`src/rtl/imem_port_arbiter.sv`:
```
// rtl/imem_port_arbiter.sv - two-port owner arbiter for the unified instruction/data memory
// Optional per-port transfer counters are built when IMEM_ARB_STATS_EN is defined.
module imem_port_arbiter #(
    parameter int AW           = 32,
    parameter int DW           = 32,
    parameter int MAX_BURST    = 4,
    parameter int STARVE_LIMIT = 8
) (
    input  logic          clk,
    input  logic          rst,
    input  logic          cpu_req,
    input  logic          cpu_lock,
    input  logic          cpu_we,
    input  logic [AW-1:0] cpu_addr,
    input  logic [DW-1:0] cpu_wdata,
    output logic          cpu_gnt,
    output logic          cpu_rvalid,
    output logic [DW-1:0] cpu_rdata,
    input  logic          ldr_req,
    input  logic          ldr_lock,
    input  logic          ldr_we,
    input  logic [AW-1:0] ldr_addr,
    input  logic [DW-1:0] ldr_wdata,
    output logic          ldr_gnt,
    output logic          ldr_rvalid,
    output logic [DW-1:0] ldr_rdata,
    output logic          mem_we,
    output logic [AW-1:0] mem_addr,
    output logic [DW-1:0] mem_wdata,
    input  logic [DW-1:0] mem_rdata,
    output logic [15:0]   cpu_xfers,
    output logic [15:0]   ldr_xfers
);
    typedef enum logic [1:0] {IDLE = 2'd0, OWN_CPU = 2'd1, OWN_LDR = 2'd2} state_e;

    localparam int            BW         = $clog2(MAX_BURST + 1);
    localparam int            WW         = $clog2(STARVE_LIMIT + 1);
    localparam logic [BW-1:0] BURST_LAST = BW'(MAX_BURST - 1);
    localparam logic [WW-1:0] WAIT_MAX   = WW'(STARVE_LIMIT);

    state_e        state_q, state_d, idle_pick, oth_state;
    logic [BW-1:0] burst_q, burst_d;
    logic [WW-1:0] cpu_wait_q, cpu_wait_d, ldr_wait_q, ldr_wait_d;
    logic          cpu_rvalid_q, cpu_rvalid_d, ldr_rvalid_q, ldr_rvalid_d;
    logic [DW-1:0] cpu_rdata_q, cpu_rdata_d, ldr_rdata_q, ldr_rdata_d;
    logic          own_req, own_lock, oth_req, oth_starved, release_own;

    always_ff @(posedge clk or negedge rst) begin
        if (!rst) begin
            state_q      <= IDLE;
            burst_q      <= '0;
            cpu_wait_q   <= '0;
            ldr_wait_q   <= '0;
            cpu_rvalid_q <= 1'b0;
            ldr_rvalid_q <= 1'b0;
            cpu_rdata_q  <= '0;
            ldr_rdata_q  <= '0;
        end else begin
            state_q      <= state_d;
            burst_q      <= burst_d;
            cpu_wait_q   <= cpu_wait_d;
            ldr_wait_q   <= ldr_wait_d;
            cpu_rvalid_q <= cpu_rvalid_d;
            ldr_rvalid_q <= ldr_rvalid_d;
            cpu_rdata_q  <= cpu_rdata_d;
            ldr_rdata_q  <= ldr_rdata_d;
        end
    end

    // Shared by IDLE and by a releasing owner that re-arbitrates on the same edge
    always_comb begin
        if (cpu_req && ldr_req)
            idle_pick = (ldr_wait_q == WAIT_MAX) ? OWN_LDR : OWN_CPU;
        else if (cpu_req)
            idle_pick = OWN_CPU;
        else if (ldr_req)
            idle_pick = OWN_LDR;
        else
            idle_pick = IDLE;
    end

    always_comb begin
        own_req     = 1'b0;
        own_lock    = 1'b0;
        oth_req     = 1'b0;
        oth_starved = 1'b0;
        oth_state   = IDLE;
        release_own = 1'b0;
        state_d     = state_q;
        burst_d     = burst_q;
        case (state_q)
            OWN_CPU: begin
                own_req     = cpu_req;
                own_lock    = cpu_lock;
                oth_req     = ldr_req;
                oth_starved = (ldr_wait_q == WAIT_MAX);
                oth_state   = OWN_LDR;
            end
            OWN_LDR: begin
                own_req     = ldr_req;
                own_lock    = ldr_lock;
                oth_req     = cpu_req;
                oth_starved = (cpu_wait_q == WAIT_MAX);
                oth_state   = OWN_CPU;
            end
            default: ;
        endcase
        if (state_q == IDLE) begin
            state_d = idle_pick;
            burst_d = '0;
        end else begin
            if (!own_req) begin
                release_own = 1'b1;
            end else begin
                burst_d     = burst_q + BW'(1);
                release_own = !own_lock || (burst_q == BURST_LAST) || oth_starved;
            end
            if (release_own) begin
                burst_d = '0;
                if (oth_req)
                    state_d = oth_state;
                else if (own_req && !own_lock)
                    state_d = idle_pick;
                else
                    state_d = IDLE;
            end
        end
    end

    always_comb begin
        cpu_gnt   = 1'b0;
        ldr_gnt   = 1'b0;
        mem_we    = 1'b0;
        mem_addr  = '0;
        mem_wdata = '0;
        case (state_q)
            OWN_CPU: begin
                cpu_gnt   = cpu_req;
                mem_we    = cpu_req && cpu_we;
                mem_addr  = cpu_addr;
                mem_wdata = cpu_wdata;
            end
            OWN_LDR: begin
                ldr_gnt   = ldr_req;
                mem_we    = ldr_req && ldr_we;
                mem_addr  = ldr_addr;
                mem_wdata = ldr_wdata;
            end
            default: ;
        endcase
    end

    always_comb begin
        cpu_wait_d = cpu_wait_q;
        if (cpu_gnt)
            cpu_wait_d = '0;
        else if (cpu_req && (cpu_wait_q != WAIT_MAX))
            cpu_wait_d = cpu_wait_q + WW'(1);
        ldr_wait_d = ldr_wait_q;
        if (ldr_gnt)
            ldr_wait_d = '0;
        else if (ldr_req && (ldr_wait_q != WAIT_MAX))
            ldr_wait_d = ldr_wait_q + WW'(1);
        cpu_rvalid_d = cpu_gnt && !cpu_we;
        ldr_rvalid_d = ldr_gnt && !ldr_we;
        cpu_rdata_d  = cpu_rvalid_d ? mem_rdata : cpu_rdata_q;
        ldr_rdata_d  = ldr_rvalid_d ? mem_rdata : ldr_rdata_q;
    end

    assign cpu_rvalid = cpu_rvalid_q;
    assign ldr_rvalid = ldr_rvalid_q;
    assign cpu_rdata  = cpu_rdata_q;
    assign ldr_rdata  = ldr_rdata_q;

`ifdef IMEM_ARB_STATS_EN
    logic [15:0] cpu_xfers_q, cpu_xfers_d, ldr_xfers_q, ldr_xfers_d;

    always_comb begin
        cpu_xfers_d = cpu_xfers_q;
        ldr_xfers_d = ldr_xfers_q;
        if (cpu_gnt && (cpu_xfers_q != 16'hFFFF))
            cpu_xfers_d = cpu_xfers_q + 16'd1;
        if (ldr_gnt && (ldr_xfers_q != 16'hFFFF))
            ldr_xfers_d = ldr_xfers_q + 16'd1;
    end

    always_ff @(posedge clk or negedge rst) begin
        if (!rst) begin
            cpu_xfers_q <= 16'h0000;
            ldr_xfers_q <= 16'h0000;
        end else begin
            cpu_xfers_q <= cpu_xfers_d;
            ldr_xfers_q <= ldr_xfers_d;
        end
    end

    assign cpu_xfers = cpu_xfers_q;
    assign ldr_xfers = ldr_xfers_q;
`else
    assign cpu_xfers = 16'h0000;
    assign ldr_xfers = 16'h0000;
`endif

endmodule

```
`config.mk`:
```
export PLATFORM = sky130hd
export DESIGN_NAME = imem_port_arbiter
export DESIGN_NICKNAME = d
export VERILOG_FILES = /design/src/rtl/imem_port_arbiter.sv
export SDC_FILE = /design/constraint.sdc
export NUM_CORES = 1
export LEC_CHECK = 0
export ABC_AREA = 1
export CORE_AREA = 4 4 127 129
export CTS_CLUSTER_DIAMETER = 100
export CTS_CLUSTER_SIZE = 14
export DETAILED_ROUTE_END_ITERATION = 8
export DIE_AREA = 0 0 131 133
export PLACE_DENSITY_LB_ADDON = 0.2
export SETUP_SLACK_MARGIN = 0.02
export SYNTH_ARGS = -nofsm -noshare
export SYNTH_HDL_FRONTEND = slang
export SYNTH_SLANG_ARGS = --single-unit
```
`constraint.sdc`:
```
create_clock -name clk -period 3.77 [get_ports clk]
set_input_delay 0.754 -clock clk [delete_from_list [all_inputs] [get_ports clk]]
set_output_delay 0.754 -clock clk [all_outputs]
set_load 0.005 [all_outputs]
```
==> impl_results.md <==
- Status: completed
- Skew-Pair Late Insertion Delay: 0.33 ns
- Root buf cell: clkbuf_16
- Worst path top cell family by delay: buffers and inverters
- Vias in the first global route: 4469
- Clock-pin slew on the worst setup and hold paths: 0.06 ns
- Worst Skew: 0.00593 ns
- Detailed Place HPWL: between 10 and 15 mm
- Dpl ws: 0.701 ns
- WP buf/inv: 3
- Gr usage total: 0.191
- PostCTS Resize Cnt: 0
- First-pass GRT wire length: 25.6 mm
- Nets: 1058
- Antenna Cells: 0
- Setup Viol. Count Final: 0
- Num ports: around 330
- Starting Density: 0.313
- CP cell instances: inv_1, ha_2, buf_12, nand2_1, a21oi_1, clkdlybuf4s50_1
- CORE AREA: approximately 15000 um^2
- Syn-to-layout area delta: 68.8%
- Setup Fix Bufs, Post-CTS: 0
- Setup TNS: 0 ns
- RD Place Congestion: 0.854
- Post-route antenna net violation count: 0
- Power Dens Cells: 582 nW/um^2
- Mapped Cells: 599
- Share of cells above drive strength 1: 0.0871
- Crit path DAT: 2.56 ns
- Largest net degree at the start of global routing: 80
- VDD IR max: 338 uV
- Max stage delay on crit path: 0.57 ns
- Hold Crit Class: register to register
- Total die area: 17400 um^2
- Total of max-cap violations: 0
- Commonest cells after routing, fill and taps aside: clkdlybuf4s50_1 (299), nand2_1 (209), dfrtp_1 (79)
- Distinct cells, synth: 27
- Final worst-path setup slack: 0.457 ns
- Commonest non-fill, non-tap cell in the layout: clkdlybuf4s50_1
- RSZ-0062 raised after global routing: false
- WL per Instance: 16.4 um
- Hold bufs inserted after CTS: 0
- Post-route DRC: 0
- Die Y: 133 um
- Clock sink total: 79
- Crit-path slowest cell: clkdlybuf4s50_1
- Sequential share of the synthesized area: 0.420
- Clock Path Buffers: 2
- Slew HR: 0.338
- Critical path launch point type: register
- Post-synthesis average cell area: a little under 8 um^2
- Starting DRT DRC Count: approximately 210
- Row count: 45
- Syn Std Cell Area: 4710 um^2
- Fmax: 0.302 GHz
- First-pass DRT Iterations: 4
- Crit path kind: register to primary output
- Total Wirelength: 17.6 mm
- Maximum fanout along the worst path: 50
- Synth warnings: 0
- Via count: between 4000 and 5000
- Register bit total from synthesis: a little under 80
- Global route total overflow: 0
- Port buffer count: 300
- Antenna violations before repair: 0
- Final hold vios: 0
- Fin crit period: 3.31 ns
- Via/cell ratio: 4.37
- Final Max Slew Viols: 0
- Final period util: 0.879
- Slew @ Worst Pin: 0.993 ns
- Critical path capture point type: primary output
- H-tree Lvls: 3
- Chip Width: 131 um
- WP data required: between 3 and 4 ns
- TritonCTS buffer count: 9
- P_leak: 3.40 nW
- CTS tree: built
[path summary, 6_finish.rpt]
path,start,to,slack (ns),depth (start not counted)
max reg2reg,state_q[1],cpu_rdata[8],1.76,8
max,state_q[0],mem_addr[14],0.46,6
min reg2reg,burst_q[0],burst_q[0],0.45,1
max in group asynchronous,rst,cpu_wait_q[3],2.54,1
min in group asynchronous,rst,cpu_rdata[18],0.60,1
min,burst_q[0],burst_q[0],0.45,1
[cell usage after synthesis (all sizes together)]
| cell | number | area (um^2) |
|---|---|---|
| a31oi | 1 | 21.3 |
| nor3b | 1 | 7.51 |
| dfrtp | 79 | 1980 |
| a21boi | 1 | 7.51 |
| nor2 | 13 | 66.3 |
| nor3 | 5 | 25.0 |
| o21ai | 71 | 524 |
| a21oi | 72 | 360 |
| xor2 | 3 | 26.3 |
| nand2 | 212 | 803 |
| nand4 | 2 | 12.5 |
| buf | 61 | 460 |
| ha | 11 | 138 |
| inv | 54 | 208 |
| conb | 1 | 3.75 |
| clkbuf | 4 | 15.0 |
| nand3 | 8 | 52.6 |
[sequential cells by signal, summed over array words and instances (netlist names)]
name / cells
cpu_rdata: 32
ldr_rdata: 32
cpu_wait_q: 4
ldr_wait_q: 4
burst_q: 3
state_q: 2
cpu_rvalid: 1
ldr_rvalid: 1
[cell families after synthesis]
logic type | count (synthesis) | synth area share
simple gates | 241 | 0.205
compound gates | 145 | 0.194
buf+inv | 119 | 0.145
flops | 79 | 0.420
fa+ha+maj | 11 | 0.0292
xor+xnor | 3 | 0.00558
other cells | 1 | 0.000796
[where the power goes]
part | internal (W) | switching, W
clock network | 0.000531 | 0.000345
logic | 0.00129 | 0.00105
registers | 0.00121 | 0.000210
total | 0.00303 | 0.00160
[per-stage QoR]
stage / hold slack (ns) / power (W) / utilization / area, um^2 / std cells
finish: 0.447 / 0.00463 / 0.529 / 7950 / 1072
global route: 0.477 / 0.00498 / 0.529 / 7950 / 1072
CTS: 0.455 / 0.00471 / 0.529 / 7950 / 1072
detailed placement: 0.448 / 0.00379 / 0.509 / 7650 / 1056
global placement: 0.435 / 0.00379 / 0.509 / 7650 / 1056
floorplan: 0.417 / 0.00244 / - / 4820 / 630
[layer usage]
layer | GRT usage | part of all wire | wire length (um)
met1 | 0.232 | 0.40 | 6990
met2 | 0.309 | 0.47 | 8260
met3 | 0.0747 | 0.11 | 1970
met4 | 0.0606 | 0.019 | 326
met5 | 0 | 0 | 0
[area by class of cell]
class | instances | area, um^2
clock buffers | 11 | 243
well taps | 188 | 235
clock inverters | 5 | 56.3
multi-input cells | 432 | 2170
repair buffers | 303 | 3060
flip-flops and latches | 79 | 1980
inverters | 54 | 208
fillers | 1432 | 7080
No activity file was read; power rests on OpenSTA's default activity.
